**config.mk**
```make
export PLATFORM = sky130hd
export DESIGN_NAME = fifo_wr_arbiter
export DESIGN_NICKNAME = d
export VERILOG_FILES = /design/src/rtl/fifo_wr_arbiter.sv
export SDC_FILE = /design/constraint.sdc
export NUM_CORES = 1
export LEC_CHECK = 0
export CELL_PAD_IN_SITES_DETAIL_PLACEMENT = 1
export CELL_PAD_IN_SITES_GLOBAL_PLACEMENT = 2
export CORE_ASPECT_RATIO = 0.75
export CORE_MARGIN = 4
export CORE_UTILIZATION = 28
export CTS_BUF_LIST = sky130_fd_sc_hd__clkbuf_4 sky130_fd_sc_hd__clkbuf_8 sky130_fd_sc_hd__clkbuf_16
export DETAILED_ROUTE_END_ITERATION = 8
export PLACE_DENSITY_LB_ADDON = 0.1
export SYNTH_ARGS = -nofsm -noshare
export SYNTH_HDL_FRONTEND = slang
export SYNTH_SLANG_ARGS = --single-unit
```
**constraint.sdc**
```tcl
create_clock -name clock_w -period 3.8 [get_ports clock_w]
set_input_delay 0.38 -clock clock_w [delete_from_list [all_inputs] [get_ports clock_w]]
set_output_delay 0.38 -clock clock_w [all_outputs]
set_load 0.1 [all_outputs]
```
**src/rtl/fifo_wr_arbiter.sv**
```systemverilog
// ============================================================================
// fifo_wr_arbiter : round-robin burst arbiter for the async FIFO write port
// Revision        : 1.0 - initial release
// ============================================================================
`default_nettype none

module fifo_wr_arbiter #(
   parameter int NUM_REQ   = 4,
   parameter int DW        = 8,
   parameter int MAX_BURST = 4
) (
   input  logic                  clock_w,
   input  logic                  reset_w,
   input  logic [NUM_REQ-1:0]    req,
   input  logic [NUM_REQ*DW-1:0] req_data,
   input  logic [NUM_REQ-1:0]    req_last,
   output logic [NUM_REQ-1:0]    ack,
   output logic [NUM_REQ-1:0]    grant,
   output logic                  push,
   output logic [DW-1:0]         data_in,
   input  logic                  full,
   output logic                  busy,
   output logic [15:0]           stall_cnt
);

   localparam int IW  = (NUM_REQ > 1) ? $clog2(NUM_REQ) : 1;
   localparam int BCW = 5;
   localparam logic [BCW-1:0]     LAST_BEAT = BCW'(MAX_BURST - 1);
   localparam logic [IW-1:0]      LAST_IDX  = IW'(NUM_REQ - 1);
   localparam logic [NUM_REQ-1:0] ONE_HOT0  = NUM_REQ'(1);

   typedef enum logic [0:0] {
      IDLE  = 1'b0,
      BURST = 1'b1
   } state_t;

   state_t             state, state_n;
   logic [IW-1:0]      owner, owner_n;
   logic [IW-1:0]      rr_ptr, rr_ptr_n;
   logic [BCW-1:0]     burst_cnt, burst_cnt_n;
   logic [NUM_REQ-1:0] grant_n;
   logic [15:0]        stall_cnt_n;

   logic               pick_valid;
   logic [IW-1:0]      pick;
   logic               owner_req;
   logic               stall;
   logic               exit_burst;

   // First requester at or after rr_ptr, wrapping modulo NUM_REQ
   always_comb begin
      pick_valid = 1'b0;
      pick       = rr_ptr;
      for (int i = 0; i < NUM_REQ; i++) begin
         logic [IW-1:0] idx;
         idx = IW'((int'(rr_ptr) + i) % NUM_REQ);
         if (!pick_valid && req[idx]) begin
            pick_valid = 1'b1;
            pick       = idx;
         end
      end
   end

   always_comb begin
      owner_req  = (state == BURST) && req[owner];
      push       = owner_req && !full;
      stall      = owner_req && full;
      data_in    = push ? req_data[int'(owner)*DW +: DW] : '0;
      ack        = push ? grant : '0;
      busy       = (state != IDLE);
      exit_burst = (push && (req_last[owner] || (burst_cnt == LAST_BEAT)))
                   || ((state == BURST) && !req[owner]);

      state_n     = state;
      owner_n     = owner;
      rr_ptr_n    = rr_ptr;
      burst_cnt_n = burst_cnt;
      grant_n     = grant;
      stall_cnt_n = stall_cnt;

      if (stall && (stall_cnt != 16'hFFFF)) begin
         stall_cnt_n = stall_cnt + 16'd1;
      end

      case (state)
         IDLE: begin
            if (pick_valid) begin
               state_n     = BURST;
               owner_n     = pick;
               grant_n     = ONE_HOT0 << pick;
               burst_cnt_n = '0;
            end
         end
         BURST: begin
            if (push) begin
               burst_cnt_n = burst_cnt + BCW'(1);
            end
            if (exit_burst) begin
               state_n  = IDLE;
               grant_n  = '0;
               rr_ptr_n = (owner == LAST_IDX) ? '0 : owner + IW'(1);
            end
         end
         default: begin
            state_n = IDLE;
            grant_n = '0;
         end
      endcase
   end

   always_ff @(posedge clock_w or negedge reset_w) begin
      if (!reset_w) begin
         state     <= IDLE;
         owner     <= '0;
         rr_ptr    <= '0;
         burst_cnt <= '0;
         grant     <= '0;
         stall_cnt <= '0;
      end else begin
         state     <= state_n;
         owner     <= owner_n;
         rr_ptr    <= rr_ptr_n;
         burst_cnt <= burst_cnt_n;
         grant     <= grant_n;
         stall_cnt <= stall_cnt_n;
      end
   end

endmodule

`default_nettype wire

```
Yosys cells after proc, flatten, opt, wreduce, memory -nomap -nowiden
Cells that the tools add are included.
Widths: inputs -> output; s select.
- add/subtract/negate cells: 6
- order comparisons: 5
- equality and inequality tests: 6
- shift-type cells: 2
- mux-type cells: 31
- bitwise gates (word level): 1
- reduce and logical (&&, ||, !) cells: 20
- operators with widths (operator ; count):
    $shiftx 32x6->8 ; 1
    $add 16x1->16 const B ; 1
    $ne 16x16->1 const B ; 1
    $lt 2x3->1 const B ; 5
    $bmux 1 s2 ; 6
    $mux 1 ; 12
    $mux 4 ; 3
    $mux 5 ; 2
    $pmux 5 s2 ; 1
    $logic_and 1x1->1 ; 9
    $mux 2 ; 4
    $mux 8 ; 1
    $pmux 4 s2 ; 1
    $reduce_and 2->1 ; 4
    $add 5x1->5 const B ; 1
    $eq 5x2->1 const B ; 1
    $logic_not 1->1 ; 5
    $add 2x1->2 const B ; 2
    $add 2x2->2 const B ; 2
    $ne 2x2->1 const B ; 2
    $shl 1x2->4 const A ; 1
    $eq 2x2->1 const B ; 1
    $logic_or 1x1->1 ; 2
    $ne 2x1->1 const B ; 1
    2 further kinds ; 2
- flip-flop bits (word level): 30
- input port bits: 43
- logic and storage cells: 77

Logic depth before layout (Yosys ltp)
Gate-level depths: netlist of the first run.
- word-level depth: 15
- gate-level depth with buffers: 6
- gate-level depth less buffers: 5

Worst setup path before layout of the first run
Ideal clock, no wire load.
- path type: register to output
- start: register state (netlist: busy)
- end: output port data_in[0]
- arrival: 2328 ps
- setup slack: 1092 ps
- stages on the path, launching flop included: 4
- cell sequence: dfrtp_1 -> nor2b_1 -> clkbuf_1 -> and3_1
- word-level cells in the longest chain between the ends: 3
- RTL lines (what ; RTL line ; text):
    from (decl) ; 37 ; state_t state, state_n;
    from (signal assigned) ; 120 ; state <= state_n;
    $logic_and 1x1->1 ; 65 ; owner_req = (state == BURST) && req[owner];
    $logic_and 1x1->1 ; 66 ; push = owner_req && !full;
    $mux 8 ; 68 ; data_in = push ? req_data[int'(owner)*DW +: DW] : '0;
    to (decl) ; 20 ; output logic [DW-1:0] data_in,
Every way passes these cells.

Worst setup path in the final report of the first run
- start: input port full
- end: output port push
- word-level cells in the longest chain between the ends: 2
- RTL lines (what ; RTL line ; text):
    from (decl) ; 21 ; input logic full,
    $logic_not 1->1 ; 66 ;
    $logic_and 1x1->1 ; 66 ;
    to (decl) ; 19 ; output logic push,
Every way passes these cells.

==> flow_metrics.tcl, run 1 <==
set metrics [dict create \
    finalPower_w 0.00202 \
    ys_types 39 \
    outcome "finished, final reports clean" \
    worst-path-max-fanout 14 \
    cp-start-kind "input pin" \
    criticalPathCategory "input pin to primary output" \
    hold-worst-slack_ns 0.484 \
    port_buffers 76 \
    p_leak_nw 1.15 \
    grt_max_degree 31 \
    dieWidth_um 103 \
    drc 0 \
    yosys_warnings 0 \
    worstMarginPinSlew_ns 0.997 \
    layout-drive-gt1-share_pct 16.3 \
    multi_input_area_um2 1080 \
    wl_um 5850 \
    avgSynthCellArea_um2 10.8 \
    synth_top_area_share_pct 39.9 \
    crit_family "simple AND/OR/NAND/NOR gates" \
    ir_drop_uv 329 \
    slew_viol_final 0 \
    rsz0062_at_grt "false" \
    fin_crit_ns 2.57 \
    routed_via_density 5.11 \
    clkLatencyLatePin_ns 0.28 \
    coreArea_um2 6410 \
    fin_cells 332 \
    rows 25 \
    hp-class "input pin to async pin" \
    cts_tree "done" \
    gr-total-overflow 0 \
    reg2reg_to "stall_cnt[1]" \
    synth_edf_count 0 \
    yosysSeqAreaShare_pct 39.9 \
    hpwlAfterDp_um 4530 \
    fin_crit_sh_pct 67.6 \
    cts_root_buffer "clkbuf_8" \
    setup-tns-final_ns 0 \
    synth.area.top_cells "dfrtp_1, mux4_2, xnor2_1, and3_1, o2111ai_1" \
    slew_headroom_pct 33.3 \
    place_inst 324 \
    seqCellArea_um2 751 \
    max_freq_ghz 0.389 \
    synth_cells 174 \
    max_stage_delay_ns 0.72 \
    cp_cell_sequence "clkdlybuf4s50_1, nor2b_1, and2_4, buf_4" \
    max_cap_violations 0 \
    synth_area_um2 1880 \
    place.gp.congestion 0.737 \
    die_h_um 79.0 \
    cts_hold_buf 0 \
    ff2ff_path_depth 5 \
    slowest_stage "nor2b_1" \
    clock_path_buffers 2 \
    drt_iter0_drc 76 \
    cts_buffers 5 \
    fin_nets 296 \
    die-area_um2 8110 \
    fillers 746 \
    areaGrowthSynthToFinish_pct 47.5 \
    initial_utilization_pct 29.3 \
    crit_required_ns 3.42 \
    ios 77 \
    numClockSinks 30 \
    clkTransAtPathRegs_ns 0.06 \
    placed_cell_area_um2 2680 \
    grt_pass1_wl_um 9550 \
    critPathBufInv 2 \
    h-tree-depth 2 \
    setup_viol 0 \
    drtPass1Iterations 4 \
    cts_resized 0 \
    postSynth.asyncResetShare_pct 100 \
    regToRegSetupSlack_ns 1.52 \
    postCtsSetupBuffers 0 \
    crit_path_end_kind "primary output" \
    vias 1696 \
    grt_pass1_vias 1681 \
    wl_per_cell_um 17.6 \
    cp.arrival_ns 2.19 \
    ys.flop_type "dfrtp_1" \
    antenna_found_initial 0 \
    syn_nets 220 \
    design_area_um2 2780 \
    grtUsageTotal_pct 15.1 \
    cellPowerDensity_nw_per_um2 728 \
    ant_nets 0 \
    r2r_start "owner[0]" \
    synth-seq-cells 30 \
    hold_viol_final 0 \
    n_antenna_cell 0 \
    yosys.area.top_type "dfrtp_1" \
    finClkSkew_ns 0.00874 \
]
## synth_stat cells, types with 2 or more instances
library cell	instances
and2_1	5
nor2_1	8
a21oi_1	3
mux2i_1	5
o2bb2ai_1	2
and4_1	2
o2111ai_1	8
nand2_1	11
nand4_1	3
o22ai_1	2
nor2b_1	4
or2_2	3
inv_1	2
mux2_2	4
o21ai_1	3
buf_2	3
o211ai_1	6
and3_1	15
dfrtp_1	30
nand2b_1	2
a32o_1	2
nand3_1	2
o21ai_0	7
xnor2_1	13
clkbuf_1	5
ha_1	3
mux4_2	9
## registers in the layout (all words and copies together) (netlist names)
signal	cells
stall_cnt	16
burst_cnt	5
grant	4
owner	2
rr_ptr	2
busy	1
## placed cells by master, fill, tap and decap left out, drive strengths merged, types with 8 or more instances in the layout
cell and count:
xnor2 13, nor2 8, nand2 11, o2111ai 8, mux4 9, dfrtp 30, clkdlybuf4s50 63, and3 15
buf 15, o21ai 10
## final cells by class
type / instances / share of cell area (%)
clock buffers: 6 / 2.97
clock inverters: 2 / 0.451
inverters: 2 / 0.270
multi-input cells: 133 / 38.8
flip-flops and latches: 30 / 27.0
well taps: 81 / 3.65
repair buffers: 78 / 26.8
## worst max path at each step
stage,start,to,slack [ns],depth (start not counted)
finish,full,push,1.23,4
global route,full,push,1.13,4
CTS,full,push,1.23,4
detailed placement,req[3],stall_cnt[1],1.22,5
global placement,req[3],stall_cnt[1],1.23,5
floorplan,busy,data_in[0],1.09,3
## layer usage
layer,vias to the layer above,track usage (%),part of all wire (%)
li1,818,-,-
met1,831,22.4,49
met2,42,22.4,44
met3,5,3.86,5.8
met4,0,2.75,0.56
met5,-,0,0
## stage by stage
step / util (%) / setup WS [ns]
floorplan: - / 1.09
global placement: 41.8 / 1.23
detailed placement: 41.8 / 1.22
CTS: 43.3 / 1.23
global route: 43.3 / 1.13
finish: 43.3 / 1.23
## cells by family after synthesis
kind of cell / synth area share [%]
simple gates: 18.4
flops: 39.9
fa+ha+maj: 1.99
compound gates: 14.0
mux: 16.4
xor+xnor: 6.52
buf+inv: 2.79
## power by group
part / leakage [nW] / internal (W) / switching [W]
Sequential: 0.397 / 0.000400 / 0.000112
Combinational: 0.704 / 0.000394 / 0.000845
Clock: 0.0472 / 0.000145 / 0.000124
Power figures use the tool's default switching activity.
==> run 2: changes to the inputs <==
--- a/config.mk
+++ b/config.mk
@@ -9,7 +9,7 @@
 export CELL_PAD_IN_SITES_GLOBAL_PLACEMENT = 2
 export CORE_ASPECT_RATIO = 0.75
 export CORE_MARGIN = 4
-export CORE_UTILIZATION = 28
+export CORE_UTILIZATION = 26
 export CTS_BUF_LIST = sky130_fd_sc_hd__clkbuf_4 sky130_fd_sc_hd__clkbuf_8 sky130_fd_sc_hd__clkbuf_16
 export DETAILED_ROUTE_END_ITERATION = 8
 export PLACE_DENSITY_LB_ADDON = 0.1
==> constraint.sdc (replaced) <==
create_clock -name clock_w -period 2.7 [get_ports clock_w]
set_input_delay 0.27 -clock clock_w [delete_from_list [all_inputs] [get_ports clock_w]]
set_output_delay 0.27 -clock clock_w [all_outputs]
set_load 0.1 [all_outputs]
==> run 2 against run 1 <==
  * Critical path depth stayed put
  * Wire length is 5.7% higher
  * Die area increased by 7.0%
  * Worst setup slack got worse by 0.73 ns
  * Power grew 48%
  * Via count increased by 2.2%
  * Critical path type unchanged
  * Largest cell class unchanged
  * Largest power group unchanged
==> flow_metrics.tcl, run 2 (synthesized netlist as in run 1, its figures left out) <==
set metrics [dict create \
    numClockSinks 30 \
    max_cap_violations 0 \
    clkLatencyLatePin_ns 0.28 \
    ir_drop_uv 424 \
    cp_cell_sequence "clkdlybuf4s50_1, mux4_2, and3_1, buf_12" \
    critical_path.startpoint "req[3]" \
    drc 0 \
    cts_root_buffer "clkbuf_8" \
    max_freq_ghz 0.455 \
    final_common_cell "clkdlybuf4s50_1" \
    ff2ff_path_depth 4 \
    hold_viol_final 0 \
    hp-class "input pin to async pin" \
    n_antenna_cell 0 \
    cp.arrival_ns 1.93 \
    cts_tree "done" \
    wl_per_cell_um 17.5 \
    worst-path-max-fanout 17 \
    slew_headroom_pct 67.7 \
    gr-total-overflow 0 \
    setup-tns-final_ns 0 \
    grt_max_degree 31 \
    ant_nets 0 \
    die_h_um 81.7 \
    areaGrowthSynthToFinish_pct 56.1 \
    fin_crit_ns 2.20 \
    drtPass1Iterations 4 \
    finClkSkew_ns 0.00427 \
    fin_nets 300 \
    port_buffers 76 \
    rows 26 \
    clkTransAtPathRegs_ns 0.07 \
    r2r_start "owner[0]" \
    cellPowerDensity_nw_per_um2 1020 \
    grt_pass1_vias 1808 \
    crit_family "multiplexers" \
    setup_viol 0 \
    die-area_um2 8680 \
    outcome "finished, final reports clean" \
    drt_iter0_drc 104 \
    grt_pass1_wl_um 10200 \
    p_leak_nw 1.25 \
    crit_path_end_kind "primary output" \
    dieWidth_um 106 \
    finalPower_w 0.00298 \
    largest_register_ff_count 16 \
    wl_um 6190 \
    critPathBufInv 2 \
    antenna_found_initial 0 \
    ios 77 \
    cts_buffers 5 \
    cts_resized 0 \
    grtUsageTotal_pct 15.2 \
    clock_path_buffers 2 \
    cts_hold_buf 0 \
    postCtsSetupBuffers 0 \
    reg_top3 "stall_cnt x16, burst_cnt x5, grant x4" \
    crit_required_ns 2.43 \
    rsz0062_at_grt "false" \
    vias 1733 \
    place.gp.congestion 0.753 \
    worstMarginPinSlew_ns 0.480 \
    h-tree-depth 2 \
    slew_viol_final 0 \
    layout-drive-gt1-share_pct 25.9 \
    final_cell_mix "clkdlybuf4s50_1, dfrtp_1, buf_4, and3_1" \
    fin_crit_sh_pct 81.3 \
    reg2reg_to "stall_cnt[14]" \
    hold-worst-slack_ns 0.384 \
    coreArea_um2 6930 \
    regToRegSetupSlack_ns 0.75 \
    criticalPathCategory "input pin to primary output" \
    regMostFlops "stall_cnt" \
    slowest_stage "mux4_2" \
    hpwlAfterDp_um 4960 \
    routed_via_density 4.91 \
    max_stage_delay_ns 0.69 \
    cp-start-kind "input pin" \
    initial_utilization_pct 27.2 \
]
[run 2: cell types whose count changed in the layout (fill, tap and decap cells not counted), sizes merged]
| cell | delta |
|---|---|
| buf | +25 |
| clkbuf | +1 |
| clkdlybuf4s50 | -21 |
| clkinvlp | -1 |
[run 2: how the worst max path moves through the flow]
stage                          endpoint  slack, ns  cells after the start
after floorplan              data_in[0]       0.10                      3
after global placement    stall_cnt[14]       0.39                      5
after detailed placement  stall_cnt[14]       0.34                      5
after CTS                        ack[0]       0.49                      4
after global routing             ack[3]       0.41                      4
final                            ack[3]       0.50                      4
[run 2: worst reg2reg max path, cell delays in order, from the launching register on]
cell,delay [ns]
dfrtp_1,0.39
mux4_2,0.69
and4_1,0.31
nand4_1,0.12
mux2_1,0.32
[run 2: layer usage]
metal / vias to the layer above / part of all wire [%] / global-route usage [%]
met2: 26 / 44 / 22.3
met3: 8 / 2.8 / 3.14
met1: 876 / 53 / 23.0
met5: - / 0 / 0
li1: 823 / - / -
met4: 0 / 0.81 / 3.10
[run 2: through the flow]
step,instances,instance area [µm²],worst slack (ns),utilization [%]
6_report,353,2940,0.504,42.4
4_1_cts,353,2940,0.489,42.4
5_1_grt,353,2940,0.410,42.4
2_1_floorplan,174,1880,0.102,-
3_5_place_dp,345,2840,0.345,41.0
3_3_place_gp,345,2840,0.394,41.0
[run 2: area by class of cell]
class / count / area (µm²)
sequential: 30 / 751
timing repair buffer: 82 / 883
inverter: 2 / 7.51
fill: 751 / 3990
clock inverter: 1 / 5.00
clock buffer: 7 / 90.1
tap: 98 / 123
multi-input combinational: 133 / 1080
[run 2: power by group]
| group | switching [W] | internal (W) |
|---|---|---|
| sequential | 0.000136 | 0.000563 |
| combinational | 0.00125 | 0.000643 |
| clock | 0.000174 | 0.000216 |
| total | 0.00156 | 0.00142 |
